--- src/rtl/pc_sequencer_multi_cycle.sv ---
// pc_sequencer_multi_cycle
// Fetch/next-PC controller for the multi-cycle CPU. Owns the program counter,
// runs the instruction-memory fetch handshake, waits for the datapath to
// finish, then selects the next PC (exception > jr > jmp > branch > pc+4).
// Optional feature macro: PCSEQ_INSTRET_EN builds the retired-instruction
// counter; without it instret is tied to zero.
module pc_sequencer_multi_cycle #(
    parameter logic [31:0] RESET_PC   = 32'h0000_0000,
    parameter logic [31:0] EXC_VECTOR = 32'h0000_0080
) (
    input  logic        clk,
    input  logic        rst_n,
    output logic        imem_req,
    output logic [31:0] imem_addr,
    input  logic        imem_ack,
    input  logic [31:0] imem_rdata,
    output logic [31:0] ir,
    output logic        ir_valid,
    input  logic        exec_done,
    input  logic        br_taken,
    input  logic [31:0] br_offset,
    input  logic        jmp,
    input  logic [25:0] jmp_target,
    input  logic        jr,
    input  logic [31:0] jr_addr,
    input  logic        exc,
    output logic [31:0] pc,
    output logic [31:0] epc,
    output logic [31:0] instret
);

    typedef enum logic [1:0] {
        ST_RESET,
        ST_FETCH,
        ST_EXEC
    } state_t;

    state_t      state;
    logic [31:0] pc_plus4;
    logic [31:0] br_target;
    logic [31:0] jmp_addr;
    logic [31:0] next_pc;
    logic        take_exc;

    assign imem_addr = pc;

    // Next-PC selection; a misaligned register-jump target becomes an exception.
    always_comb begin
        pc_plus4  = pc + 32'd4;
        br_target = pc_plus4 + (br_offset << 2);
        jmp_addr  = {pc_plus4[31:28], jmp_target, 2'b00};
        take_exc  = 1'b0;
        next_pc   = pc_plus4;
        if (exc) begin
            take_exc = 1'b1;
        end else if (jr) begin
            if (jr_addr[1:0] != 2'b00) begin
                take_exc = 1'b1;
            end else begin
                next_pc = jr_addr;
            end
        end else if (jmp) begin
            next_pc = jmp_addr;
        end else if (br_taken) begin
            next_pc = br_target;
        end
        if (take_exc) begin
            next_pc = EXC_VECTOR;
        end
    end

    // Sequencer FSM with registered PC, EPC, instruction register and handshake outputs.
    always_ff @(posedge clk or negedge rst_n) begin
        if (!rst_n) begin
            state    <= ST_RESET;
            pc       <= RESET_PC;
            epc      <= 32'd0;
            ir       <= 32'd0;
            ir_valid <= 1'b0;
            imem_req <= 1'b0;
        end else begin
            ir_valid <= 1'b0;
            case (state)
                ST_RESET: begin
                    state    <= ST_FETCH;
                    imem_req <= 1'b1;
                end
                ST_FETCH: begin
                    if (imem_ack) begin
                        if (exc) begin
                            epc      <= pc;
                            pc       <= EXC_VECTOR;
                            imem_req <= 1'b1;
                        end else begin
                            ir       <= imem_rdata;
                            ir_valid <= 1'b1;
                            imem_req <= 1'b0;
                            state    <= ST_EXEC;
                        end
                    end
                end
                ST_EXEC: begin
                    if (exec_done) begin
                        pc       <= next_pc;
                        imem_req <= 1'b1;
                        state    <= ST_FETCH;
                        if (take_exc) begin
                            epc <= pc;
                        end
                    end
                end
                default: begin
                    state    <= ST_RESET;
                    imem_req <= 1'b0;
                end
            endcase
        end
    end

`ifdef PCSEQ_INSTRET_EN
    // Count every instruction completed in EXEC, faulting ones included.
    always_ff @(posedge clk or negedge rst_n) begin
        if (!rst_n) begin
            instret <= 32'd0;
        end else if (state == ST_EXEC && exec_done) begin
            instret <= instret + 32'd1;
        end
    end
`else
    assign instret = 32'd0;
`endif

endmodule
--- config.mk ---
export PLATFORM = sky130hd
export DESIGN_NAME = pc_sequencer_multi_cycle
export DESIGN_NICKNAME = d
export VERILOG_FILES = /design/src/rtl/pc_sequencer_multi_cycle.sv
export SDC_FILE = /design/constraint.sdc
export NUM_CORES = 1
export LEC_CHECK = 0
export ABC_AREA = 1
export CAP_MARGIN = 40
export CORE_MARGIN = 4
export CORE_UTILIZATION = 47
export DETAILED_ROUTE_END_ITERATION = 12
export PLACE_DENSITY = 0.89
export SYNTH_ARGS = -nofsm -noshare
export SYNTH_HDL_FRONTEND = slang
export SYNTH_SLANG_ARGS = --single-unit
export TNS_END_PERCENT = 5
--- constraint.sdc ---
create_clock -name clk -period 3.25 [get_ports clk]
set_clock_uncertainty 0.05 [all_clocks]
set_input_delay 0.65 -clock clk [delete_from_list [all_inputs] [get_ports clk]]
set_output_delay 0.65 -clock clk [all_outputs]
set_load 0.1 [all_outputs]
==> reports/results.txt, run 1 <==
met3 track demand over resource -> 4.47%
post-synthesis register bit count -> 100
drt pass-1 iters -> 6
EDFF count, synth -> 0
area share of the largest cell type after synthesis -> 29.6%
RSZ-0062 raised after global routing -> true
clock transition at the registers of the reported paths -> 0.08 ns
Die Footprint -> 20200 um2
power density over cell area -> 678 nW/um2
total of buffers placed on input and output ports -> 257
synthesized instance count -> 1339
pin count of the biggest net entering global routing -> 61
peak supply drop -> 0.00111 V
vias per std cell -> 5.34
# rows -> 48
HP Class -> primary input to async pin
drc violations -> 0
synthesized area per cell -> 6.32 um2
clock latency on the worst-skew pair -> 0.35 ns
Final GP Congestion -> 0.975
GRT Resource Usage Total -> 30.7%
critical path peak fanout -> 4
fill cell instance count of the final layout -> 1475
global-route congestion overflow total -> 0
placed cell area -> 11100 um2
post-route non-filler standard cell count -> 1860
P_leak -> 6.26 nW
Num CTS Buffers -> 9
Cell variety after synth -> 47
Max Buffers Root-to-Sink -> 2
grt met2 use -> 52.0%
Worst R2R Setup Slack -> 0.12 ns
clock net sink count -> 100
clock period minus final worst setup slack -> 3.13 ns
Critical Path AT -> 3.31 ns
critical path data required time -> 3.43 ns
area inside the core boundary -> 17500 um2
Setup CP Type -> register to register
crit start category -> register
root buffer selected by CTS -> sky130_fd_sc_hd__clkbuf_16
First DRT Iteration DRCs -> 931
Most Crowded Layer GR -> met2
horizontal extent of the die -> 142 um
most common cell after layout, fill and taps aside -> sky130_fd_sc_hd__nand2_1
leading area contributor after synthesis -> sky130_fd_sc_hd__dfrtp_1
transition at the pin with the smallest max-transition slack -> 0.694 ns
vias in the first global route -> 9696
sort of element at the end of the critical path -> register
global-route wire length before repair -> 49100 um
synthesized cell area -> 8460 um2
initial antenna violation count -> 0
result of the run -> finished clean
Final TNS setup -> 0 ns
Detail Route Antenna Nets -> 0
final setup slack of the worst path -> 0.120 ns
commonest non-fill, non-tap cells in the layout -> sky130_fd_sc_hd__nand2_1 (482), sky130_fd_sc_hd__buf_4 (222), sky130_fd_sc_hd__inv_1 (169), sky130_fd_sc_hd__clkdlybuf4s50_1 (126), sky130_fd_sc_hd__a21oi_1 (90)
placed cell count -> 1837
RR Endpoint -> imem_addr[29]
detailed-route wire length per cell -> 17.6 um
tightest slew margin relative to the limit -> 53.7%
initial core utilization -> 48.4%
setup-violating endpoint count in the final report -> 0
pre-CTS worst setup slack -> 0.0388 ns
total area of multi-input combinational cells -> 5150 um2
Slew Limit Fails -> 0
area used by sequential logic in the layout -> 2520 um2
endpoints failing hold -> 0
r2r worst-path depth -> 22
wirelength, routed -> 32700 um
final std cell area, no fill -> 11800 um2
Clock H-tree levels -> 3
total of warnings raised by yosys -> 0
sequential-to-total area share from yosys stat -> 29.6%
TritonCTS clock tree -> built
predominant post-synthesis flop cell -> sky130_fd_sc_hd__dfrtp_1
ys async rst share -> 100%
met1 Track Usage GR -> 39.0%
hpwl dp -> 25600 um
fraction of layout cells with a size suffix above 1 -> 21.7%
max-cap viol count -> 0
Period Utilization, post-route -> 96.3%
Final Net Count -> 1800
Top Ports -> 292
maximum achievable frequency -> 319 MHz
ant diodes -> 0
Area growth, synth to finish -> 40.0%
top cells by area, synth -> sky130_fd_sc_hd__dfrtp_1 (30%), sky130_fd_sc_hd__nand2_1 (22%), sky130_fd_sc_hd__inv_1 (7.5%)
Reg-to-Reg Start -> imem_addr[5]
die height -> 142 um
DR vias -> 9936
## state kept, by name, summed over array words and instances, names as in the netlist
signal	flops
imem_addr	32
ir	32
state	2
imem_req	1
ir_valid	1
epc	32
## cell usage after synthesis, types with 6 or more instances
cell type                  number
sky130_fd_sc_hd__nand2_1      492
sky130_fd_sc_hd__inv_1        170
sky130_fd_sc_hd__dfrtp_1      100
sky130_fd_sc_hd__a21oi_1       97
sky130_fd_sc_hd__nand3_1       89
sky130_fd_sc_hd__nor2_1        83
sky130_fd_sc_hd__buf_4         64
sky130_fd_sc_hd__o21ai_0       58
sky130_fd_sc_hd__ha_1          39
sky130_fd_sc_hd__clkbuf_1      21
sky130_fd_sc_hd__nor3_1        13
sky130_fd_sc_hd__xor2_1        13
sky130_fd_sc_hd__buf_2         12
sky130_fd_sc_hd__nand4_1       12
sky130_fd_sc_hd__nor2_2         7
sky130_fd_sc_hd__nand2_2        6
## area by class of cell
type	instances	area share [%]
Tap cell	225	2.38
Timing Repair Buffer	349	24.9
Inverter	175	5.54
Sequential cell	100	21.3
Multi-Input combinational cell	995	43.5
Clock inverter	6	0.475
Clock buffer	10	1.93
## what timing repair did
| action | 4_1_cts | 5_1_grt |
|---|---|---|
| hold buffers | 0 | 0 |
| gates resized for setup | 1 | 78 |
| setup endpoints to repair | 1 | 20 |
| setup buffers | 0 | 7 |
| pin swaps | 0 | 8 |
## layer usage
| metal | up-vias | routed length (um) |
|---|---|---|
| met5 | - | 0 |
| met4 | 0 | 1450 |
| met2 | 604 | 15500 |
| li1 | 4712 | - |
| met1 | 4519 | 12400 |
| met3 | 101 | 3310 |
## metrics by stage
step / power, mW / hold slack (ns) / utilization [%]
finish: 8.04 / 0.267 / 67.8
global route: 8.38 / 0.301 / 67.8
CTS: 7.93 / 0.277 / 65.4
detailed placement: 6.84 / 0.411 / 63.8
global placement: 6.77 / 0.405 / 63.8
floorplan: 5.60 / 0.304 / -
## cells by family (layout without fill, tap and decap cells)
| kind of cell | after synthesis | in the layout | share of synthesized area (%) |
|---|---|---|---|
| compound gates | 183 | 183 | 11.6 |
| fa+ha+maj | 40 | 40 | 6.00 |
| mux | 4 | 4 | 0.532 |
| other cells | 1 | 32 | 0.0443 |
| xor+xnor | 17 | 17 | 1.85 |
| buf+inv | 275 | 540 | 15.2 |
| simple gates | 719 | 719 | 35.2 |
| flops | 100 | 100 | 29.6 |
## report_power, final
part	internal, mW	switching (mW)
clock network	0.537	0.505
logic	1.14	4.08
registers	1.56	0.221
## worst max path at each step
stage,cells after the start,startpoint,endpoint,slack [ns]
4_1_cts,22,imem_addr[3],imem_addr[23],0.03
2_1_floorplan,18,imem_addr[5],imem_addr[20],-0.007
6_report,22,imem_addr[5],imem_addr[29],0.12
3_3_place_gp,17,imem_addr[16],imem_addr[28],0.12
5_1_grt,23,imem_addr[3],imem_addr[29],-0.07
3_5_place_dp,19,imem_addr[3],imem_addr[28],0.04
## critical path, cell delays in order (launching register included)
cell and delay [ns]:
sky130_fd_sc_hd__dfrtp_1 0.39, sky130_fd_sc_hd__buf_4 0.14, sky130_fd_sc_hd__nand2_2 0.09, sky130_fd_sc_hd__nor2_4 0.19
sky130_fd_sc_hd__nand2_2 0.12, sky130_fd_sc_hd__buf_4 0.16, sky130_fd_sc_hd__o21ai_0 0.27, sky130_fd_sc_hd__nand2_1 0.12
sky130_fd_sc_hd__inv_1 0.15, sky130_fd_sc_hd__ha_4 0.23, sky130_fd_sc_hd__buf_4 0.13, sky130_fd_sc_hd__nand2_1 0.05
sky130_fd_sc_hd__nand2_1 0.07, sky130_fd_sc_hd__nand2_1 0.06, sky130_fd_sc_hd__nand3_1 0.11, sky130_fd_sc_hd__inv_1 0.08
sky130_fd_sc_hd__nand2_1 0.07, sky130_fd_sc_hd__a21oi_2 0.15, sky130_fd_sc_hd__nand3_1 0.09, sky130_fd_sc_hd__nand3_1 0.09
sky130_fd_sc_hd__nand2_1 0.06, sky130_fd_sc_hd__nand2_1 0.08, sky130_fd_sc_hd__nand2_1 0.05
Note: power is estimated with default switching activity, not from simulation.
==> run 2: changes to the inputs <==
--- a/config.mk
+++ b/config.mk
@@ -13,2 +13,3 @@
 export PLACE_DENSITY = 0.89
+export SETUP_SLACK_MARGIN = 0.1
 export SYNTH_ARGS = -nofsm -noshare
--- a/constraint.sdc
+++ b/constraint.sdc
@@ -4,2 +4,2 @@
 set_output_delay 0.65 -clock clk [all_outputs]
-set_load 0.1 [all_outputs]
+set_load 0.02 [all_outputs]
==> run 2 against run 1 <==
Against the previous run:
- clock-buffer cell count unchanged
- cell area increased by 5.7%
- clock power increased by 4%
- utilization increased by 3.9 points
- cell count increased by 0.70%
- global-route usage increased by 0.27 points
- via count increased by 2.7%
- combinational power decreased by 37%
- flip-flop and latch count unchanged
- sequential share of layout area decreased by 1.3 points
- critical endpoint is now imem_addr[24]
- largest cell class unchanged
- highest routed layer unchanged
==> reports/results.txt, run 2 (synthesis gave the netlist of run 1 again) <==
result of the run -> finished clean
commonest non-fill, non-tap cells in the layout -> sky130_fd_sc_hd__nand2_1 (468), sky130_fd_sc_hd__clkdlybuf4s50_1 (256), sky130_fd_sc_hd__inv_1 (160), sky130_fd_sc_hd__buf_4 (103), sky130_fd_sc_hd__dfrtp_1 (92)
vias in the first global route -> 9621 (-0.77%)
Slew Limit Fails -> 0 (unchanged)
horizontal extent of the die -> 142 um (unchanged)
power density over cell area -> 490 nW/um2 (-28%)
critical path data required time -> 3.49 ns (+0.06 ns)
met3 track demand over resource -> 4.30% (-0.17 points)
tightest slew margin relative to the limit -> 46.7% (-7.0 points)
clock net sink count -> 100 (unchanged)
pin count of the biggest net entering global routing -> 61 (unchanged)
Die Footprint -> 20200 um2 (unchanged)
hpwl dp -> 25600 um (about the same)
area inside the core boundary -> 17500 um2 (unchanged)
fill cell instance count of the final layout -> 1377 (-6.6%)
crit start category -> register
Clock H-tree levels -> 3 (unchanged)
First DRT Iteration DRCs -> 1211 (+30%)
# rows -> 48 (unchanged)
clock transition at the registers of the reported paths -> 0.07 ns (about the same)
TritonCTS clock tree -> built
Final GP Congestion -> 0.966 (-0.93%)
Max Buffers Root-to-Sink -> 2 (unchanged)
GRT Resource Usage Total -> 30.9% (+0.27 points)
total of buffers placed on input and output ports -> 257 (unchanged)
maximum achievable frequency -> 323 MHz (+1.2%)
total power after layout -> 6.13 mW (-24%)
most common cell after layout, fill and taps aside -> sky130_fd_sc_hd__nand2_1
root buffer selected by CTS -> sky130_fd_sc_hd__clkbuf_16
drc violations -> 0 (unchanged)
met1 Track Usage GR -> 39.7% (+0.69 points)
HP Class -> primary input to async pin
critical path peak fanout -> 4 (unchanged)
P_leak -> 6.17 nW (-1.4%)
sort of element at the end of the critical path -> register
RSZ-0062 raised after global routing -> true
Critical Path AT -> 3.33 ns (+0.02 ns)
detailed-route wire length per cell -> 18.3 um (+4.2%)
setup-violating endpoint count in the final report -> 0 (unchanged)
Num CTS Buffers -> 9 (unchanged)
Area growth, synth to finish -> 48.0%
initial antenna violation count -> 0 (unchanged)
grt met2 use -> 52.2% (+0.12 points)
fraction of layout cells with a size suffix above 1 -> 16.7% (-5.0 points)
Top Ports -> 292 (unchanged)
transition at the pin with the smallest max-transition slack -> 0.798 ns (+0.104 ns)
initial core utilization -> 48.4% (unchanged)
Final Net Count -> 1814 (+0.78%)
peak supply drop -> 0.000531 V (-52%)
clock period minus final worst setup slack -> 3.09 ns (-0.0364 ns)
DR vias -> 10200 (+2.7%)
vias per std cell -> 5.45 (+2.0%)
wirelength, routed -> 34300 um (+4.9%)
global-route wire length before repair -> 49700 um (+1.2%)
Detail Route Antenna Nets -> 0 (unchanged)
global-route congestion overflow total -> 0 (unchanged)
endpoints failing hold -> 0 (unchanged)
clock latency on the worst-skew pair -> 0.35 ns (about the same)
die height -> 142 um (unchanged)
Period Utilization, post-route -> 95.2% (-1.1 points)
drt pass-1 iters -> 8 (+2)
ant diodes -> 0 (unchanged)
max-cap viol count -> 0 (unchanged)
Most Crowded Layer GR -> met2
Setup CP Type -> register to register
post-route worst hold slack -> 0.295 ns (+0.0278 ns)
[run 2: changes by cell type in the layout (fill, tap and decap cells not counted), sizes merged]
cell | previous run | this run
buf | 223 | 107
bufinv | 0 | 1
clkdlybuf4s50 | 126 | 256
clkinv | 3 | 2
clkinvlp | 1 | 2
inv | 177 | 175
[run 2: power by group]
part / total (mW) / switching (mW) / leakage [nW] / internal, mW
clock network: 1.08 / 0.487 / 0.135 / 0.598
registers: 1.78 / 0.223 / 1.32 / 1.55
logic: 3.27 / 1.95 / 4.71 / 1.32
total: 6.13 / 2.66 / 6.17 / 3.47
[run 2: timing repair]
action | CTS | global route
pin swaps | 0 | 30
gates resized for setup | 7 | 143
hold buffers | 0 | 0
buffers inserted | 0 | 15
gates cloned | 0 | 0
endpoints found under the setup margin | 11 | 21
[run 2: layer usage]
layer	up-vias	part of all wire (%)
met5	-	0
met4	0	5.1
met3	123	9.7
met2	660	48
met1	4678	38
li1	4747	-
[run 2: path summary, 6_finish.rpt]
| kind | from | end | slack, ns | cells after the start |
|---|---|---|---|---|
| max | imem_addr[8] | imem_addr[24] | 0.16 | 19 |
| min | rst_n | imem_addr[25] | 0.29 | 1 |
| max reg2reg | imem_addr[8] | imem_addr[24] | 0.16 | 19 |
| min reg2reg | ir[9] | ir[9] | 0.42 | 2 |
| max in group asynchronous | rst_n | imem_addr[2] | 2.13 | 2 |
| min in group clk | ir[9] | ir[9] | 0.42 | 2 |
[run 2: area by class of cell]
cell class / count / area (um2) / share of cell area (%)
clock inverters: 5 / 62.6 / 0.499
well taps: 225 / 282 / 2.25
multi-input cells: 995 / 5390 / 43.0
inverters: 175 / 657 / 5.24
repair buffers: 363 / 3400 / 27.1
flip-flops and latches: 100 / 2510 / 20.1
clock buffers: 10 / 229 / 1.83
[run 2: per-stage QoR]
| stage | utilization, % | TNS [ns] | worst slack, ns | cells | area (um2) |
|---|---|---|---|---|---|
| global route | 71.7 | -0.101 | -0.0270 | 1873 | 12500 |
| finish | 71.7 | 0 | 0.156 | 1873 | 12500 |
| detailed placement | 65.8 | 0 | 0.0916 | 1843 | 11500 |
| CTS | 67.6 | 0 | 0.0949 | 1858 | 11800 |
| floorplan | - | 0 | 0.384 | 1370 | 8580 |
| global placement | 65.8 | 0 | 0.100 | 1843 | 11500 |
[run 2: critical path, stage by stage, from the launching register on]
cell,delay (ns)
sky130_fd_sc_hd__dfrtp_1,0.43
sky130_fd_sc_hd__nand2_1,0.11
sky130_fd_sc_hd__nor2_1,0.24
sky130_fd_sc_hd__nand2_1,0.14
sky130_fd_sc_hd__nor2_2,0.16
sky130_fd_sc_hd__xor2_1,0.19
sky130_fd_sc_hd__buf_4,0.16
sky130_fd_sc_hd__ha_1,0.24
sky130_fd_sc_hd__nand2_2,0.12
sky130_fd_sc_hd__inv_1,0.06
sky130_fd_sc_hd__a21oi_2,0.15
sky130_fd_sc_hd__buf_4,0.13
sky130_fd_sc_hd__nor2_1,0.04
sky130_fd_sc_hd__o21bai_1,0.21
sky130_fd_sc_hd__nand3_1,0.11
sky130_fd_sc_hd__nand2_1,0.06
sky130_fd_sc_hd__nand3_1,0.12
sky130_fd_sc_hd__nand2_1,0.14
sky130_fd_sc_hd__nand2_1,0.09
sky130_fd_sc_hd__nand2_1,0.06
